==> src/rtl/chamada_andar.sv <==
// chamada_andar: latches elevator floor calls and issues one-hot floor requests using collective scheduling
// clk, reset(active-low, async) | btn[3:0], emerg: raw buttons / emergency stop
// AndarB1, AndarB0: current floor from floor FSM | At, A1, A2, A3: one-hot floor request
// Erro: fault, freezes floor FSM | pend: latched calls (btn order) | dir: scan direction, 1=up
module chamada_andar #(
    parameter int DWELL = 8,
    parameter int TIMEOUT = 64,
    parameter int SYNC_STAGES = 2
) (
    input  logic       clk,
    input  logic       reset,
    input  logic [3:0] btn,
    input  logic       emerg,
    input  logic       AndarB1,
    input  logic       AndarB0,
    output logic       At,
    output logic       A1,
    output logic       A2,
    output logic       A3,
    output logic       Erro,
    output logic [3:0] pend,
    output logic       dir
);
    localparam int TW = $clog2(TIMEOUT + 1);
    localparam int DW = $clog2(DWELL + 1);
    typedef enum logic [1:0] {IDLE, SERVE, DWL, FAULT} state_t;
    state_t state, nxt;
    logic [SYNC_STAGES-1:0][3:0] bsr;
    logic [SYNC_STAGES-1:0] esr;
    logic [3:0] btn_q, rise, set, clr, req, cur_oh;
    logic [1:0] cur, tgt, nxt_tgt, up_t, dn_t;
    logic nxt_dir, up_ok, dn_ok;
    logic [TW-1:0] tcnt;
    logic [DW-1:0] dcnt;
    assign cur = {AndarB1, AndarB0};
    assign cur_oh = 4'b1 << cur;
    assign rise = bsr[SYNC_STAGES-1] & ~btn_q;
    assign {A3, A2, A1, At} = req;
    always_comb begin
        up_ok = 1'b0;
        up_t = '0;
        dn_ok = 1'b0;
        dn_t = '0;
        for (int i = 3; i >= 0; i--) if (i > int'(cur) && pend[i]) begin up_ok = 1'b1; up_t = 2'(i); end
        for (int i = 0; i < 4; i++) if (i < int'(cur) && pend[i]) begin dn_ok = 1'b1; dn_t = 2'(i); end
    end
    always_comb begin
        nxt = state;
        nxt_tgt = tgt;
        nxt_dir = dir;
        clr = '0;
        // door is open while dwelling, so a press at the current floor is dropped
        set = (state == FAULT) ? '0 : rise & ~((state == DWL) ? cur_oh : 4'b0);
        case (state)
            IDLE:
                if (pend[cur]) begin
                    nxt = DWL;
                    clr = cur_oh;
                end else if (|pend) begin
                    nxt = SERVE;
                    nxt_tgt = dir ? (up_ok ? up_t : dn_t) : (dn_ok ? dn_t : up_t);
                    nxt_dir = dir ? up_ok : !dn_ok;
                end
            SERVE:
                if (cur == tgt) begin
                    nxt = DWL;
                    clr = 4'b1 << tgt;
                end else if (tcnt == TW'(TIMEOUT - 1)) nxt = FAULT;
            DWL: nxt = (dcnt == DW'(DWELL - 1)) ? IDLE : DWL;
            default: nxt = FAULT;
        endcase
        if (esr[SYNC_STAGES-1]) nxt = FAULT;
    end
    always_ff @(posedge clk or negedge reset) begin
        if (!reset) begin
            bsr <= '0;
            esr <= '0;
            btn_q <= '0;
            state <= IDLE;
            tgt <= '0;
            dir <= 1'b1;
            pend <= '0;
            req <= '0;
            Erro <= 1'b0;
            tcnt <= '0;
            dcnt <= '0;
        end else begin
            bsr <= {bsr[SYNC_STAGES-2:0], btn};
            esr <= {esr[SYNC_STAGES-2:0], emerg};
            btn_q <= bsr[SYNC_STAGES-1];
            state <= nxt;
            tgt <= nxt_tgt;
            dir <= nxt_dir;
            // clear beats a same-cycle set on the served bit
            pend <= (nxt == FAULT) ? '0 : (pend | set) & ~clr;
            req <= (nxt == SERVE) ? 4'b1 << nxt_tgt : '0;
            Erro <= nxt == FAULT;
            tcnt <= (state == SERVE && nxt == SERVE) ? tcnt + TW'(1) : '0;
            dcnt <= (state == DWL && nxt == DWL) ? dcnt + DW'(1) : '0;
        end
    end
endmodule

==> config.mk <==
export PLATFORM = sky130hd
export DESIGN_NAME = chamada_andar
export DESIGN_NICKNAME = d
export VERILOG_FILES = /design/src/rtl/chamada_andar.sv
export SDC_FILE = /design/constraint.sdc
export NUM_CORES = 1
export LEC_CHECK = 0
export CORE_ASPECT_RATIO = 0.6
export CORE_MARGIN = 2
export CORE_UTILIZATION = 59
export CTS_CLUSTER_SIZE = 40
export DETAILED_ROUTE_END_ITERATION = 10
export PLACE_DENSITY = 0.83
export SKIP_LAST_GASP = 1
export SYNTH_ARGS = -nofsm -noshare
export SYNTH_HDL_FRONTEND = slang
export SYNTH_SLANG_ARGS = --single-unit
export TNS_END_PERCENT = 20
==> constraint.sdc <==
create_clock -name clk -period 5.1 [get_ports clk]
set_input_delay 0.51 -clock clk [delete_from_list [all_inputs] [get_ports clk]]
set_output_delay 0.51 -clock clk [all_outputs]
set_load 0.02 [all_outputs]
---- Word-level counts from Yosys, hierarchy flattened ----
Index checks and enable logic that the tools add are counted.
storage, ports and cells
  RAM bits ................................ 0
  memory bits (read-only) ................. 0
  input bits .............................. 9
  logic and storage cells ................. 89
  bits in latches ......................... 0
  register bits after elaboration ......... 39
  memories kept ........................... 0
  output and inout port bits .............. 10
operators by class
  muxes and demuxes ....................... 36
  eq/ne operators ......................... 9
  bitwise gates (word level) .............. 8
  shift-type cells ........................ 3
  div/mod/pow operators ................... 0
  reduce and logical (&&, ||, !) cells .... 12
  magnitude comparators ................... 7
  $add $sub $neg .......................... 2
  $mul .................................... 0
operator list
  kind                                                                    number
  2-bit two-way mux                                                       16
  4-bit two-way mux                                                       7
  4-bit bitwise AND                                                       3
  4-bit NOT                                                               3
  1-bit by 2-bit << shifter with 4-bit output (first input constant)      3
  1-bit two-way mux                                                       9
  2-bit equality test (second input constant)                             4
  1-bit logical AND                                                       8
  4-bit one-hot mux with 2 select lines                                   1
  7-bit by 1-bit adder with 7-bit output (second input constant)          1
  7-bit by 6-bit equality test with 1-bit output (second input constant)  1
  7-bit two-way mux                                                       1
  2-bit one-hot mux with 3 select lines                                   1
  4-bit by 1-bit adder with 4-bit output (second input constant)          1
  2-bit by 1-bit equality test with 1-bit output (second input constant)  2
  4-bit by 3-bit equality test with 1-bit output (second input constant)  1
  2-bit greater-than comparator (first input constant)                    2
  1-bit by 2-bit < comparator with 1-bit output (first input constant)    2
  4-bit OR                                                                1
  4-bit OR reduction                                                      1
  2-bit by 3-bit < comparator with 1-bit output (second input constant)   1
  3-bit AND reduction                                                     1
  1-bit binary-select mux with 2-bit select                               1
  2-bit equality test                                                     1
  5 further kinds                                                         5

---- Longest topological paths before layout ----
Gate-level depths: netlist of the first run.
  depth in word-level cells ............... 12
  mapped depth ............................ 8

---- Worst setup path before layout of the first run ----
Ideal clock, no wire load.
  path type ............................... reg-to-reg
  start ................................... register pend[3]
  end ..................................... register pend[0]
  path slack .............................. 3.225 ns
  cell stages (with the launch flop) ...... 6
  arrival time ............................ 1.779 ns
  cell sequence ........................... dfrtp_1 -> or2_1 -> o31a_1 -> a221o_1 -> a21boi_4 -> a311oi_2
between the ends
  word-level cells in the longest chain between the ends .. 7
  elaborated cells between the ends (all ways) .. 13
  those cells by class .................... 1 x eq/ne; 9 x mux; 2 x bitwise; 1 x reduce/logical
RTL lines
  item                                                                             RTL line  source
  from (decl)                                                                      21        output logic [3:0] pend,
  from (signal assigned)                                                           95        pend <= (nxt == FAULT) ? '0 : (pend | set) & ~clr;
  1-bit binary-select mux with 2-bit select or 4-bit OR reduction (tied branches)  56, 59
  1-bit two-way mux (not written as such) or 2-bit two-way mux (tied branches)     56, 59
  2-bit two-way mux (*)                                                            56        if (pend[cur]) begin
  2-bit one-hot mux with 3 select lines (*)                                        54        case (state)
  2-bit two-way mux (*)                                                            72        if (esr[SYNC_STAGES-1]) nxt = FAULT;
  named net nxt[0]                                                                 27        state_t state, nxt;
  2-bit equality test (*)                                                          95
  4-bit two-way mux (*)                                                            95
The timed path passes the listed nets; every way through them passes the cells marked *. The select of a mux whose other input is x is not followed.
A chain may end at the register's enable or synchronous reset.

---- Final worst setup path of the first run ----
  start ................................... input port AndarB0
  end ..................................... register tcnt[6]
between the ends
  word-level cells in the longest chain between the ends .. 8
  elaborated cells between the ends (all ways) .. 10
  those cells by class .................... 2 x eq/ne; 7 x mux; 1 x reduce/logical
RTL lines
  item                                                RTL line  source
  from (decl)                                         15        input logic AndarB0,
  1-bit binary-select mux with 2-bit select           56
  1-bit two-way mux (not written as such)             56
  2-bit two-way mux                                   56
  2-bit one-hot mux with 3 select lines (*)           54
  2-bit two-way mux (*)                               72
  2-bit by 1-bit equality test with 1-bit output (*)  98        tcnt <= (state == SERVE && nxt == SERVE) ? tcnt + TW'(1) : '0;
  1-bit logical AND (*)                               98
  7-bit two-way mux (*)                               98
  to (signal assigned)                                98
  to (decl)                                           33        logic [TW-1:0] tcnt;
Every way passes the cells marked *; elsewhere a longest branch is shown, timed or not. The select of a mux whose other input is x is not followed.

==> summary.md, run 1 <==
| Metric | Value |
|---|---|
| Count of pins over their slew limit | `0` |
| Crit share post-route | `0.492` |
| Die H | `46.2 um` |
| Power Dens Cells | `285 mW/mm^2` |
| Io pins | `19` |
| Fin crit period | `2.51 ns` |
| Layout Area Growth over Synthesis | `18.1%` |
| Worst EP arrival | `2.72 ns` |
| Synth async-reset ratio | `1.00` |
| Final net count | `192` |
| Most used DFF post-synth | `dfrtp_1` |
| PortBufs | `18` |
| Nature of the critical path endpoint | `register` |
| Relative slew slack | `0.463` |
| Initial antenna violation count | `0` |
| Slowest cell on crit path | `clkdlybuf4s50_1` |
| R2r endpoint | `pend[1]` |
| Worst min path class | `input pin to asynchronous set/reset pin` |
| Clock sink count | `39` |
| Deepest clock path buffer count | `2` |
| Clock transition at path regs | `0.07 ns` |
| Syn. warnings | `0` |
| CP required | `5.31 ns` |
| Most frequent cells in the layout | `dfrtp_1, clkdlybuf4s50_1, nor2_1` |
| Lkg Pwr | `0.891 nW` |
| Num CTS Buffers | `5` |
| Crit path cell chain | `clkdlybuf4s50_1, mux2i_1, a22o_1, a311o_1, nand4_1, a21oi_1` |
| DR WL/cell | `about 15 um` |
| Most common cell after layout, fill and taps aside | `dfrtp_1` |
| Final hold violation count | `0` |
| Inst Count DP | `216` |
| # hold bufs at CTS | `0` |
| Synth Cell Area | `0.00175 mm^2` |
| First-pass GRT wire length | `5460 um` |
| Share of cells above drive strength 1 | `0.0879` |
| Dpl ws | `2.34 ns` |
| Max stage delay on crit path | `0.78 ns` |
| Cts repair resizes | `0` |
| DP Wirelength | `2430 um` |
| # diodes | `0` |
| Floorplan core area | `0.00285 mm^2` |
| Layout Cells excl Fill | `224` |
| Largest net degree at the start of global routing | `40` |
| DRT Wirelength | `3420 um` |
| Root Driver | `clkbuf_8` |
| Vias in the first global route | `between 1000 and 1500` |
| F_max | `399 MHz` |
| Reg2reg start | `pend[2]` |
| Post-Synthesis Cells | `161` |
| Seq/Total Area, Yosys | `0.557` |
| IR drop worst, VDD | `0.230 mV` |
| Worst-Margin Slew | `between 0.8 and 0.9 ns` |
| Total GRT Usage | `0.222` |
| Crit Path Category | `input pin to register` |
| Final setup fails | `0` |
| Clk_lat worst skew | `about 0.29 ns` |
| PnR worst setup slack | `2.59 ns` |
| Setup crit end | `tcnt[6]` |
| Global route overflow | `0` |
| Crit Path Max Fanout | `15` |
| Row cnt | `15` |
| Hold slack final | `0.308 ns` |
| CP Launch Point | `AndarB0` |
| Worst Skew | `0.00520 ns` |
| FF-to-FF setup slack | `3.07 ns` |
| TritonCTS clock tree | `built` |
| Post-synth EDFFs | `0` |
| DIE AREA | `0.00344 mm^2` |
| Final TNS setup | `0 ns` |
| Yosys cell types | `43` |
| Vias/cell | `5.79` |
| Status | `complete, no violations` |
| Synthesized area per cell | `10.9 um^2` |
| Total nets after synthesis | `172` |
| Via count | `roughly 1300` |
| RSZ-0062 raised after global routing | `no` |
| Initial cell density of the core | `0.615` |
| Startpoint class of the critical path | `input pin` |
| Reg2Reg Depth | `5` |
| Htree depth | `2` |
| DRC | `0` |
| Die width | `74.4 um` |
| DRT iter0 DRCs | `between 100 and 150` |
| Iteration count of the initial detailed-routing pass | `4` |
| GP Congestion | `0.852` |
| Antenna Nets Post-Route | `0` |
| Setup bufs post-CTS | `0` |
| Max-cap violations | `0` |
| Seq cells post-synth | `39` |
[layout make-up]
class / instances / area, um^2
Multi-Input combinational cell: 107 / 717
Timing Repair Buffer: 18 / 175
Inverter: 10 / 37.5
Clock inverter: 3 / 43.8
Sequential cell: 39 / 977
Clock buffer: 5 / 68.8
Tap cell: 42 / 52.6
Fill cell: 209 / 781
[cell usage after synthesis, types with 2 or more instances]
cell type,n,area [um^2]
mux2i_1,3,30.0
nor2_1,14,52.6
a211oi_1,2,15.0
nor3_1,2,10.0
nand3b_1,3,22.5
o2bb2ai_1,2,17.5
nor2b_1,6,37.5
xnor2_1,5,43.8
a31oi_1,4,25.0
o21ai_0,5,25.0
nor3_2,2,20.0
a311oi_2,2,30.0
inv_1,10,37.5
nand4_1,2,12.5
nor3b_1,2,15.0
a21oi_1,5,25.0
ha_1,2,25.0
dfrtp_1,38,951
a211o_1,2,17.5
clkbuf_1,2,7.51
buf_2,3,15.0
nand2_1,10,37.5
nand2b_1,4,25.0
xor2_1,3,26.3
nand3_1,10,50.1
[where the power goes]
group	switching, mW	total, mW	internal, mW
Sequential	0.00202	0.317	0.315
Combinational	0.0129	0.0208	0.00791
Clock	0.107	0.253	0.146
[cell families after synthesis]
logic type | synth area share
multiplexers | 0.0235
flip-flops | 0.557
AO/OA/AOI/OAI | 0.148
XOR/XNOR | 0.0399
AND/OR/NAND/NOR | 0.183
adder cells (fa/ha/maj) | 0.0143
buffers and inverters | 0.0342
[sequential cells by signal, summed over array words and instances, names as in the netlist]
name   count
Erro       1
state      2
esr        2
bsr        8
dir        1
tcnt       7
req        4
pend       4
btn_q      4
dcnt       4
tgt        2
[worst min-delay path by stage]
stage	to	slack, ns	cells after the start
2_1_floorplan	Erro	0.21	0
3_3_place_gp	bsr[4]	0.33	0
3_5_place_dp	esr[1]	0.34	0
4_1_cts	tcnt[1]	0.34	1
5_1_grt	bsr[1]	0.36	1
6_report	bsr[1]	0.31	1
[per-layer routing]
| metal | wire length (um) | vias to the layer above | track usage |
|---|---|---|---|
| met5 | 0 | - | 0 |
| met4 | 44 | 0 | 0.0786 |
| met3 | 283 | 10 | 0.0722 |
| met2 | 1530 | 62 | 0.340 |
| met1 | 1550 | 613 | 0.300 |
| li1 | - | 612 | - |
[through the flow]
| step | cell area (um^2) | util | total power, mW |
|---|---|---|---|
| 4_1_cts | 2070 | 0.726 | 0.597 |
| 3_5_place_dp | 1960 | 0.687 | 0.344 |
| 2_1_floorplan | 1750 | - | 0.330 |
| 3_3_place_gp | 1960 | 0.687 | 0.343 |
| 5_1_grt | 2070 | 0.726 | 0.614 |
| 6_report | 2070 | 0.726 | 0.590 |
[worst max-delay path: cells and delay by family]
family | cells | cell delay (ns)
buffers and inverters | 1 | 0.78
AOI/OAI and AO/OA | 3 | 0.78
muxes | 1 | 0.34
and+or+nand+nor | 1 | 0.31
Power figures use the tool's default switching activity.
==> run 2, diff against run 1 <==
CORE_UTILIZATION = 50   (was 59)
PLACE_DENSITY = 0.75   (was 0.83)
clock period = 2.2 ns   (was 5.1 ns; I/O delays follow)
==> run 2 against run 1 <==
Against the previous run: wire length down 0.26%; setup slack worse by 2.4 ns; first-iteration DRC count down 36%; total power up 110%.
==> summary.md, run 2 (same netlist as run 1, synthesis figures left out) <==
| Metric | Value |
|---|---|
| Htree depth | `2 (unchanged)` |
| Setup crit end | `tcnt[3] (was tcnt[6])` |
| DRC | `0 (unchanged)` |
| Nature of the critical path endpoint | `register (unchanged)` |
| Via count | `1298 (was 1297)` |
| DRT Wirelength | `3410 um (was 3420 um)` |
| Largest net degree at the start of global routing | `40 (unchanged)` |
| Largest registers | `bsr (8), tcnt (7) (unchanged)` |
| TritonCTS clock tree | `built (unchanged)` |
| Cts repair resizes | `0 (unchanged)` |
| Worst min path class | `input pin to asynchronous set/reset pin (unchanged)` |
| IR drop worst, VDD | `0.428 mV (was 0.230 mV)` |
| Worst Skew | `0.00522 ns (was 0.00520 ns)` |
| Vias in the first global route | `1254 (was 1216)` |
| Final hold violation count | `0 (unchanged)` |
| PortBufs | `18 (unchanged)` |
| Power Dens Cells | `597 mW/mm^2 (was 285 mW/mm^2)` |
| Metal3 WL | `186 um (was 283 um)` |
| Clk_lat worst skew | `0.29 ns (about the same)` |
| Reg2Reg Depth | `6 (was 5)` |
| Deepest clock path buffer count | `2 (unchanged)` |
| Crit share post-route | `0.912` |
| Initial cell density of the core | `0.531 (was 0.615)` |
| Startpoint class of the critical path | `register (was input pin)` |
| Num CTS Buffers | `5 (unchanged)` |
| Most flops, register | `bsr (unchanged)` |
| GP Congestion | `0.846 (was 0.852)` |
| PnR worst setup slack | `0.193 ns (was 2.59 ns)` |
| Max layer used | `met4 (unchanged)` |
| Dpl ws | `0.0265 ns (was 2.34 ns)` |
| Vias/cell | `5.64 (was 5.79)` |
| Layout Area Growth over Synthesis | `18.3% (was 18.1%)` |
| Clock sink count | `39 (unchanged)` |
| Most common cell after layout, fill and taps aside | `dfrtp_1 (unchanged)` |
| WL met1 | `1650 um (was 1550 um)` |
| Layout Utilization | `0.628 (was 0.726)` |
| Status | `complete, no violations (unchanged)` |
| Crit Path Category | `register to register (was input pin to register)` |
| # hold bufs at CTS | `0 (unchanged)` |
| Reg2reg start | `tcnt[0] (was pend[2])` |
| DRT iter0 DRCs | `84 (was 131)` |
| Wire length on met2 | `1500 um (was 1530 um)` |
| Share of cells above drive strength 1 | `0.103 (was 0.0879)` |
| Final total power | `1.24 mW (was 0.590 mW)` |
| Setup bufs post-CTS | `0 (unchanged)` |
| Max reg flops | `8 (unchanged)` |
| Crit Path Max Fanout | `7 (was 15)` |
| DIE AREA | `0.00401 mm^2 (was 0.00344 mm^2)` |
| Final setup fails | `0 (unchanged)` |
| Worst EP arrival | `2.17 ns (was 2.72 ns)` |
| Final net count | `196 (was 192)` |
| Fin crit period | `between 2 and 2.5 ns` |
| Floorplan core area | `0.00330 mm^2 (was 0.00285 mm^2)` |
| Row cnt | `16 (was 15)` |
| Iteration count of the initial detailed-routing pass | `4 (unchanged)` |
| First-pass GRT wire length | `5890 um (was 5460 um)` |
| RSZ-0062 raised after global routing | `no (unchanged)` |
| Initial antenna violation count | `0 (unchanged)` |
| Most frequent cells in the layout | `dfrtp_1, clkdlybuf4s50_1, nor2_1 (unchanged)` |
| Max-cap violations | `0 (unchanged)` |
| F_max | `498 MHz` |
| Worst-Margin Slew | `0.828 ns (was 0.805 ns)` |
| Lkg Pwr | `0.894 nW (was 0.891 nW)` |
| Final TNS setup | `0 ns (unchanged)` |
| DR WL/cell | `14.8 um (was 15.3 um)` |
| CP required | `2.36 ns (was 5.31 ns)` |
| Root Driver | `clkbuf_8 (unchanged)` |
| CP Launch Point | `tcnt[0] (was AndarB0)` |
| Total GRT Usage | `0.198 (was 0.222)` |
| R2r endpoint | `tcnt[3] (was pend[1])` |
| Relative slew slack | `0.448 (was 0.463)` |
| Die width | `80.5 um (was 74.4 um)` |
| Die H | `49.9 um (was 46.2 um)` |
| Io pins | `19 (unchanged)` |
| # fillers | `285 (was 209)` |
| # diodes | `0 (unchanged)` |
| Antenna Nets Post-Route | `0 (unchanged)` |
| FF-to-FF setup slack | `0.19 ns (was 3.07 ns)` |
| DP Wirelength | `2450 um (was 2430 um)` |
| Global route overflow | `0 (unchanged)` |
| Clock transition at path regs | `0.07 ns (about the same)` |
| Count of pins over their slew limit | `0 (unchanged)` |
run 2: cell types whose count changed in the layout (fill, tap and decap cells not counted), sizes merged:
cell	previous run	this run
buf	1	5
bufinv	1	0
run 2: stage by stage:
| step | std cells | cell area, um^2 | hold slack [ns] |
|---|---|---|---|
| after global placement | 223 | 1990 | 0.332 |
| after floorplan | 161 | 1750 | -0.0756 |
| final | 230 | 2080 | 0.0260 |
| after detailed placement | 223 | 1990 | 0.336 |
| after CTS | 230 | 2080 | 0.0465 |
| after global routing | 230 | 2080 | 0.0763 |
run 2: layout make-up:
class	count	area (um^2)	area share
multi-input cells	107	717	0.345
inverters	10	37.5	0.0181
clock buffers	5	68.8	0.0332
flip-flops and latches	39	977	0.471
well taps	45	56.3	0.0271
repair buffers	22	205	0.0989
clock inverters	2	13.8	0.00663
run 2: worst min path at each step:
stage                     cells past startpoint  slack, ns      to
after floorplan                               0      -0.08    Erro
after global placement                        0       0.33  bsr[4]
after detailed placement                      0       0.34  bsr[4]
after CTS                                     1       0.05  bsr[6]
after global routing                          1       0.08  bsr[6]
final                                         1       0.03  bsr[4]
run 2: where the power goes:
group	switching, mW	internal (mW)
Combinational	0.0304	0.0206
Clock	0.236	0.216
Sequential	0.00523	0.730
run 2: worst max-delay path, cell delays in order (launching register included):
cell and delay (ns):
dfrtp_1 0.37, ha_1 0.21, nand2_1 0.09, or3_1 0.38, a311o_1 0.45, nand4_1 0.29, nor2_1 0.09
run 2: routing by layer:
metal	up-vias	global-route usage
met2	41	0.285
li1	616	-
met4	0	0.0819
met5	-	0
met1	631	0.281
met3	10	0.0586
